--- src/rtl/pixel_coord_gen.sv ---
// Raster-order pixel coordinate generator feeding one depth engine.
// One start per pixel; advances only after the engine reports its write.
module pixel_coord_gen #(
   parameter int WORD_LENGTH = 32,
   parameter int FRAC        = 28,
   parameter int H_RES       = 640,
   parameter int V_RES       = 480
) (
   input  logic                   sysclk,
   input  logic                   reset,
   input  logic                   frame_go,
   input  logic [WORD_LENGTH-1:0] re_left,
   input  logic [WORD_LENGTH-1:0] im_top,
   input  logic [WORD_LENGTH-1:0] step,
   input  logic                   engine_written,
   output logic [WORD_LENGTH-1:0] re_c,
   output logic [WORD_LENGTH-1:0] im_c,
   output logic                   engine_start,
   output logic [9:0]             x,
   output logic [9:0]             y,
   output logic                   busy,
   output logic                   frame_done
);

   if (FRAC < 0 || FRAC >= WORD_LENGTH) begin : g_bad_frac
      $error("FRAC out of range");
   end
   if (H_RES < 1 || H_RES > 1024 || V_RES < 1 || V_RES > 1024) begin : g_bad_res
      $error("resolution out of range");
   end

   localparam logic [9:0] X_LAST = 10'(H_RES - 1);
   localparam logic [9:0] Y_LAST = 10'(V_RES - 1);

   typedef enum logic [1:0] {
      IDLE,
      ISSUE,
      WAIT,
      ADVANCE
   } state_t;

   state_t                 state;
   logic [WORD_LENGTH-1:0] re_base;
   logic [WORD_LENGTH-1:0] step_q;

   always_ff @(posedge sysclk) begin
      if (reset) begin
         state        <= IDLE;
         re_base      <= '0;
         step_q       <= '0;
         re_c         <= '0;
         im_c         <= '0;
         x            <= '0;
         y            <= '0;
         engine_start <= 1'b0;
         busy         <= 1'b0;
         frame_done   <= 1'b0;
      end else begin
         engine_start <= 1'b0;
         frame_done   <= 1'b0;
         unique case (state)
            IDLE: begin
               // frame_done still high means the frame only just closed
               if (frame_go && !frame_done) begin
                  re_base      <= re_left;
                  step_q       <= step;
                  re_c         <= re_left;
                  im_c         <= im_top;
                  x            <= '0;
                  y            <= '0;
                  busy         <= 1'b1;
                  engine_start <= 1'b1;
                  state        <= ISSUE;
               end
            end
            ISSUE: begin
               state <= WAIT;
            end
            WAIT: begin
               if (engine_written) begin
                  state <= ADVANCE;
               end
            end
            ADVANCE: begin
               if (x != X_LAST) begin
                  x            <= x + 10'd1;
                  re_c         <= re_c + step_q;
                  engine_start <= 1'b1;
                  state        <= ISSUE;
               end else if (y != Y_LAST) begin
                  x            <= '0;
                  y            <= y + 10'd1;
                  re_c         <= re_base;
                  im_c         <= im_c - step_q;
                  engine_start <= 1'b1;
                  state        <= ISSUE;
               end else begin
                  frame_done <= 1'b1;
                  busy       <= 1'b0;
                  state      <= IDLE;
               end
            end
            default: state <= IDLE;
         endcase
      end
   end

endmodule

--- config.mk ---
export PLATFORM = sky130hd
export DESIGN_NAME = pixel_coord_gen
export DESIGN_NICKNAME = d
export VERILOG_FILES = /design/src/rtl/pixel_coord_gen.sv
export SDC_FILE = /design/constraint.sdc
export NUM_CORES = 1
export LEC_CHECK = 0
export ABC_AREA = 1
export BUFFER_PORTS_ARGS = -buffer_cell sky130_fd_sc_hd__clkbuf_2
export CORE_MARGIN = 1.5
export CORE_UTILIZATION = 55
export CTS_CLUSTER_SIZE = 8
export DETAILED_ROUTE_END_ITERATION = 8
export GPL_TIMING_DRIVEN = 0
export PLACE_DENSITY = 0.78
export SLEW_MARGIN = 20
export SYNTH_ARGS = -nofsm -noshare
export SYNTH_HDL_FRONTEND = slang
export SYNTH_SLANG_ARGS = --single-unit
--- constraint.sdc ---
create_clock -name sysclk -period 2 [get_ports sysclk]
set_input_delay 0.4 -clock sysclk [delete_from_list [all_inputs] [get_ports sysclk]]
set_output_delay 0.4 -clock sysclk [all_outputs]
set_load 0.01 [all_outputs]
* Word level (Yosys, flattened, before mapping)
Cells that the tools add are included.
Word-level totals: bits in registers 153, logic and storage cells 65, output and inout port bits 87, bits of input ports 100
Cells by class: multiplexer cells 29, eq/ne operators 11, bitwise logic cells 1, reductions and logical operators 10, add/subtract/negate cells 4
Operator list (number):
- $mux W32 | 6
- $pmux W32 S2 | 2
- $mux W10 | 5
- $pmux W10 S2 | 2
- $add A32 B32 Y32 | 1
- $sub A32 B32 Y32 | 1
- $add A10 B1 Y10 const B | 2
- $ne A10 B10 Y1 const B | 1
- $ne A10 B9 Y1 const B | 1
- $ne A2 B2 Y1 const B | 5
- $mux W1 | 9
- $pmux W2 S4 | 1
- $reduce_and A4 Y1 | 2
- $eq A2 B2 Y1 const B | 2
- $mux W2 | 2
- $pmux W1 S2 | 2
- $reduce_and A2 Y1 | 2
- $ne A3 B3 Y1 const B | 1
- $reduce_and A3 Y1 | 1
- $reduce_or A3 Y1 | 1
- $eq A2 B1 Y1 const B | 1
- $logic_not A2 Y1 | 1
- $reduce_bool A2 Y1 | 1
- $logic_and A1 B1 Y1 | 1
- other kinds (2) | 2

* Longest topological paths before layout
Gate-level depths: netlist (run 1).
depth after elaboration 4, gate-level depth with buffers 16, depth with buffers taken out 16

* Worst setup path before layout (run 1)
No wires, ideal clock.
path type reg-to-reg, start reg im_c[0], end reg im_c[16], setup slack 0.057 ns, buffers on the path 0, required time 1.930 ns, clock period less this slack 1.943 ns, library setup time 0.070 ns, cell stages (with the launch flop) 14, arrival time 1.873 ns, cells stage by stage dfxtp_1 inv_1 ha_1 fa_1 inv_1 nand3_1 nand3_1 nand2_1 nand3_1 nand2_1 nand2_1 xor2_1 nand2_1 a21oi_1
Between the ends: word-level cells in the longest chain between the ends 4
Ends and longest elaborated chain:
- from (decl) | line 17 | output logic [WORD_LENGTH-1:0] im_c,
- from (signal assigned) | line 68 | im_c <= im_top;
- from (signal assigned) | line 94 | im_c <= im_c - step_q;
- $sub A32 B32 Y32 | line 94
- $mux W32 | line 90 | end else if (y != Y_LAST) begin
- $mux W32 | line 85 | if (x != X_LAST) begin
- $pmux W32 S2 | line 61 | unique case (state)
Every way passes these cells. The select of a mux whose other input is x is not followed. A chain may end at the register's enable or synchronous reset.

* Worst setup path in the final report (run 1)
start reg x[0], end reg im_c[4]
Between the ends: word-level cells in the longest chain between the ends 3
Ends and longest elaborated chain:
- from (decl) | line 19 | output logic [9:0] x,
- from (signal assigned) | line 86 | x <= x + 10'd1;
- $ne A10 B10 Y1 | line 85
- $ne A2 B2 Y1 (no line)
- $reduce_and A4 Y1 (no line)
Every way passes these cells.

==> impl_metrics.toml, run 1 <==
[detailed_routing]
first_pass_iters = 7
drtAntennaViolNets = 0
drcViolationCount = 0
drt-vias-per-instance = 5.540
wirelength_mm = 44.46
vias = 13484
detail_route.wl_per_cell_um = 18.27
drtIter0Drc = 1275

[timing]
finalMaxSlewViolations = 0
skew_ps = 13.86
fin_crit_sh = 1.053
hold_viol_final = 0
fmax_mhz = 474.7
fin_hold_ws_ps = 208.7
tightest_slew_ps = 904.5
layout_setup_ws_ps = -106.4
setup_viol = 31
layout_min_cycle_time_ps = 2106
rsz0062_at_grt = "yes"
slew_headroom = 0.3970

[cts]
numCtsBuffers = 17
clk_latency_ps = 440
path_clk_slew_ps = 70
htreeDepth = 4
cts_buffer_depth = 2
clock-root-buffer = "clkbuf_16"
cts_tree = "yes"
clock_sinks = 153

[finish]
final_net_count = 2320
area_growth_pct = 31.82
post-route-util = 0.7393
n_fill_cell = 1636
stdcell_area_um2 = 14960
drive_gt1_frac = 0.2635

[place]
dp_hpwl_mm = 32.97
io_buffers = 185
placed_area_um2 = 12610
place_congestion = 1.003

[synth]
synth_area_um2 = 11350
synth_fa_ha_area_frac = 0.07850
mappedNetlistNets = 2075
synth-simple-area-share = 0.3093
synth.yosys.warnings = 0
syn-instance-count = 1905
synth_top_area_share = 0.2699
yosysTopAreaCell = "dfxtp_1"
synth-compound-area-share = 0.1841
syn_area_per_cell_um2 = 5.957
ys_types = 42
ys_ff_latch = 153
muxShareOfSynthArea = 0
synthXorXnorAreaFrac = 0.02084
synth-seq-area-share = 0.2699
synthTopCellsByArea = "dfxtp_1 (27%), nand2_1 (19%), inv_1 (11%)"
synth_top_family_by_area = "simple AND/OR/NAND/NOR gates"

[setup_path]
critPathMaxStageDelay_ps = 380
critPathLaunchType = "register"
path_class = "reg2reg"
cp.required_ps = 2380
end_kind = "register"
cp_max_fo = 7
worst_ep_arrival_time_ps = 2480
crit_family = "simple AND/OR/NAND/NOR gates"
path_cells = "ha_4, nand3_2, nor2_2, and3_4, buf_8, clkinv_8, nand2_8, inv_8, nor2_8, buf_6, clkbuf_16, o21ai_2, nor2_1"
cp.buffers_inverters = 5
worst_path_max_delay_cell = "dfxtp_4"

[global_routing]
grt_max_degree = 17
grt-ovfl-total = 0
antenna_found_initial = 0
grt_pass1_wl_mm = 65.05
groute.usage.overall = 0.3917
grt_pass1_vias = 12472

[floorplan]
coreArea_um2 = 20230
die_w_um = 146.6
io_pins = 187
initial_core_util = 0.5608
die_area_um2 = 21500
fp.dieH_um = 146.6
rows = 52

[pwr]
p_per_area_nw_per_um2 = 1479
power_leakage_nw = 7.455
ir_drop_mv = 1.053
power_mw = 22.12

[outcome]
outcome = "finished, violations left"
failed_checks = "negative setup slack"

[hold_path]
min_path_type = "in2reg"

[job]
maxCapViolations = 0
[cell usage after synthesis, drive strengths merged]
| master | count |
|---|---|
| nor3b | 1 |
| a21oi | 238 |
| and2 | 8 |
| o21ai | 140 |
| fa | 2 |
| xnor2 | 10 |
| or2 | 4 |
| o21bai | 3 |
| clkbuf | 49 |
| xor2 | 17 |
| nor2 | 142 |
| a21boi | 1 |
| nand2 | 579 |
| a31oi | 5 |
| o21a | 1 |
| a21o | 2 |
| buf | 17 |
| nor3 | 12 |
| inv | 330 |
| and3 | 3 |
| ha | 68 |
| clkinv | 1 |
| dfxtp | 153 |
| nand3 | 91 |
| a211oi | 7 |
| o211ai | 5 |
| nand4 | 10 |
| nand3b | 6 |
[registers in the layout, indices dropped and copies added, names as in the netlist]
name          cells
busy              1
engine_start      1
frame_done        1
im_c             32
re_base          32
re_c             32
state             2
step_q           32
x                10
y                10
[worst paths after layout]
check	slack, ps	cells after the start	to	from
worst max-delay path	-110	13	im_c[4]	x[0]
worst min-delay path	210	3	step_q[31]	step[31]
worst max register to register	-110	13	im_c[4]	x[0]
worst min register to register	450	2	re_base[15]	re_base[15]
[cell type report]
| class | count | area, µm² | area share |
|---|---|---|---|
| Antenna cell | 1 | 2.502 | 0.0001673 |
| Buffer | 63 | 411.6 | 0.02752 |
| Clock buffer | 19 | 432.9 | 0.02894 |
| Clock inverter | 13 | 142.6 | 0.009535 |
| Inverter | 331 | 1284 | 0.08581 |
| Multi-Input combinational cell | 1356 | 7888 | 0.5273 |
| Sequential cell | 153 | 3137 | 0.2097 |
| Tap cell | 270 | 337.8 | 0.02258 |
| Timing Repair Buffer | 228 | 1324 | 0.08849 |
[cells in the final DEF, fill, tap and decap left out, types with 10 or more instances in the layout]
master / instances
xnor2_1: 10
a21oi_1: 215
nand3_1: 81
a21oi_2: 22
ha_4: 42
nor2_4: 13
ha_1: 19
xor2_1: 17
clkbuf_2: 199
nor2_1: 104
nor2_2: 24
o21ai_1: 18
nand2_1: 518
clkbuf_16: 19
nand4_1: 10
inv_1: 309
dfxtp_1: 110
dfxtp_2: 35
buf_4: 37
inv_2: 13
o21ai_0: 110
nand2_2: 51
clkbuf_1: 28
[worst min-delay path, stage by stage]
cell and delay, ps:
clkbuf_2 90, nand2_1 60, a21oi_1 50
[report_power, final]
| part | switching, mW | internal [mW] | leakage [nW] | total [mW] |
|---|---|---|---|---|
| logic | 8.66 | 5.35 | 5.90 | 14.0 |
| clock network | 1.46 | 1.85 | 0.279 | 3.31 |
| registers | 0.903 | 3.89 | 1.28 | 4.79 |
| total | 11.0 | 11.1 | 7.45 | 22.1 |
[stage by stage]
stage / std cells / setup WS, ps / setup TNS [ps]
2_1_floorplan: 1905 / 57.03 / 0
3_3_place_gp: 2360 / -554.0 / -24160
3_5_place_dp: 2360 / -582.8 / -29690
4_1_cts: 2410 / -11.11 / -20.42
5_1_grt: 2433 / -179.4 / -5485
6_report: 2434 / -106.4 / -1201
[per-layer routing]
metal / routed length, µm / GRT usage / share of wire
met5: 0 / 0 / 0
met4: 2503 / 0.2121 / 0.056
met3: 3423 / 0.04500 / 0.077
met2: 20710 / 0.6573 / 0.47
met1: 17820 / 0.4909 / 0.40
[cell families (layout without fill, tap and decap cells)]
kind of cell / Yosys count / after routing
AO/OA/AOI/OAI: 402 / 402
AND/OR/NAND/NOR: 856 / 857
adder cells (fa/ha/maj): 70 / 70
flip-flops: 153 / 153
other: 0 / 1
XOR/XNOR: 27 / 27
buffers and inverters: 397 / 654
[what timing repair did]
item	4_1_cts	5_1_grt
gates resized for setup	127	258
gates cloned	1	3
hold buffers	0	0
endpoints found under the hold margin	0	0
setup endpoints to repair	148	94
pin swaps	9	43
buffers inserted	18	23
(Power assumes the default switching activity.)
==> run 2, diff against run 1 <==
==> constraint.sdc (replaced) <==
create_clock -name sysclk -period 2.45 [get_ports sysclk]
set_input_delay 0.49 -clock sysclk [delete_from_list [all_inputs] [get_ports sysclk]]
set_output_delay 0.49 -clock sysclk [all_outputs]
set_load 0.01 [all_outputs]
==> run 2 against run 1 <==
  * The flow now finishes without violations
  * Wire length down 7.8%
  * Hold slack improved by 92 ps
  * Sequential share of layout area increased by 2.2 points
  * Final area fell by 12%
  * Sequential power decreased by 23%
  * Critical path depth is 3 lower
  * Total power decreased by 31%
  * Flip-flop and latch count stayed put
  * Clock skew grew 0.64 ps
  * Fmax decreased by 11%
  * Worst setup slack improved by 190 ps
  * Global-route usage is 1.2 points lower
==> impl_metrics.toml, run 2 (synthesis results as in run 1) <==
[cts]
htreeDepth = 4
cts_tree = "yes"
postCtsSetupRepairBufs = 0
numCtsBuffers = 17
cts_buffer_depth = 2
clk_latency_ps = 440
clock_sinks = 153
clock-root-buffer = "clkbuf_16"
path_clk_slew_ps = 70

[global_routing]
grt_max_degree = 17
grt_pass1_wl_mm = 62.83
grt-ovfl-total = 0
groute.usage.overall = 0.3795
grt_pass1_vias = 11978
antenna_found_initial = 0

[finish]
final_net_count = 2279
area_growth_pct = 16.45
drive_gt1_frac = 0.1249
n_fill_cell = 1965
diodes = 0
post-route-util = 0.6531
layout_common_cells = "nand2_1 (574), inv_1 (325), a21oi_1 (238)"
final_cells = 2392
layout_commonest_cell = "nand2_1"

[floorplan]
io_pins = 187
die_area_um2 = 21500
fp.dieH_um = 146.6
coreArea_um2 = 20230
rows = 52
die_w_um = 146.6
initial_core_util = 0.5608

[pwr]
p_per_area_nw_per_um2 = 1162
power_leakage_nw = 7.054
ir_drop_mv = 0.7245
power_mw = 15.36

[timing]
fmax_mhz = 422.8
rsz0062_at_grt = "no"
slew_headroom = 0.3878
finalMaxSlewViolations = 0
skew_ps = 14.50
tightest_slew_ps = 918.2
setup_viol = 0
fin_crit_sh = 0.9653
layout_min_cycle_time_ps = 2365
hold_viol_final = 0

[detailed_routing]
drtAntennaViolNets = 0
vias = 12828
drt-vias-per-instance = 5.363
drtIter0Drc = 1083
drcViolationCount = 0
first_pass_iters = 7
wirelength_mm = 40.98
detail_route.wl_per_cell_um = 17.13

[hold_path]
min_path_type = "in2reg"

[setup_path]
r2r-end = "re_c[25]"
end_kind = "register"
crit_start = "x[0]"
r2r_cells = 10
critPathLaunchType = "register"
r2r-start = "x[0]"
path_class = "reg2reg"
cp_max_fo = 10
cp.required_ps = 2770
reg2reg_slack_ps = 90
crit_end = "re_c[25]"
worst_ep_arrival_time_ps = 2680

[outcome]
outcome = "completed"

[place]
dp.cells = 2360
dp_hpwl_mm = 32.97
io_buffers = 185
place_congestion = 1.003

[job]
maxCapViolations = 0
-- run 2: worst min-delay path by stage --
stage,from,endpoint,depth (start not counted)
floorplan,re_base[7],re_base[7],2
global placement,re_base[24],re_base[24],2
detailed placement,re_base[30],re_base[30],2
CTS,step[31],step_q[31],3
global route,im_top[6],im_c[6],3
finish,im_top[8],im_c[8],3
-- run 2: power by group --
part,switching (mW),internal [mW],leakage [nW]
Sequential,0.571,3.12,1.26
Combinational,6.04,2.93,5.51
Clock,1.18,1.51,0.279
-- run 2: through the flow --
| stage | area (µm²) | setup slack, ps | hold WS [ps] | setup TNS [ps] |
|---|---|---|---|---|
| after floorplan | 11350 | 507.0 | 423.8 | 0 |
| after global routing | 13220 | 14.88 | 309.3 | 0 |
| final | 13220 | 85.03 | 300.7 | 0 |
| after CTS | 13190 | 13.44 | 301.1 | 0 |
| after detailed placement | 12610 | -132.8 | 443.7 | -204.9 |
| after global placement | 12610 | -104.0 | 440.2 | -104.0 |
-- run 2: cell type report --
cell class                      instances  area [µm²]  share of cell area
Buffer                                 66       319.1             0.02414
Sequential cell                       153        3063              0.2318
Multi-Input combinational cell       1355        6744              0.5103
Tap cell                              270       337.8             0.02556
Inverter                              331        1250             0.09458
Timing Repair Buffer                  185       925.9             0.07006
Clock inverter                         13       142.6             0.01079
Clock buffer                           19       432.9             0.03276
-- run 2: per-layer routing --
layer  vias up  share of wire  track usage
li1       6429              -            -
met1      5724           0.42       0.4830
met2       577           0.47       0.6389
met3        98          0.071      0.04313
met4         0          0.043       0.1818
met5         -              0            0
-- run 2: timing repair --
item	in CTS	in global routing
hold endpoints to repair	0	0
endpoints found under the setup margin	7	40
hold buffers	0	0
resized for setup	1	18
-- run 2: critical path, stage by stage (launching register included) --
cell	delay, ps
dfxtp_1	370
ha_1	250
nand3_1	110
nor2_2	60
and3_1	140
buf_4	180
inv_4	150
clkbuf_1	530
nand3_1	280
nand2_1	110
a21oi_1	60
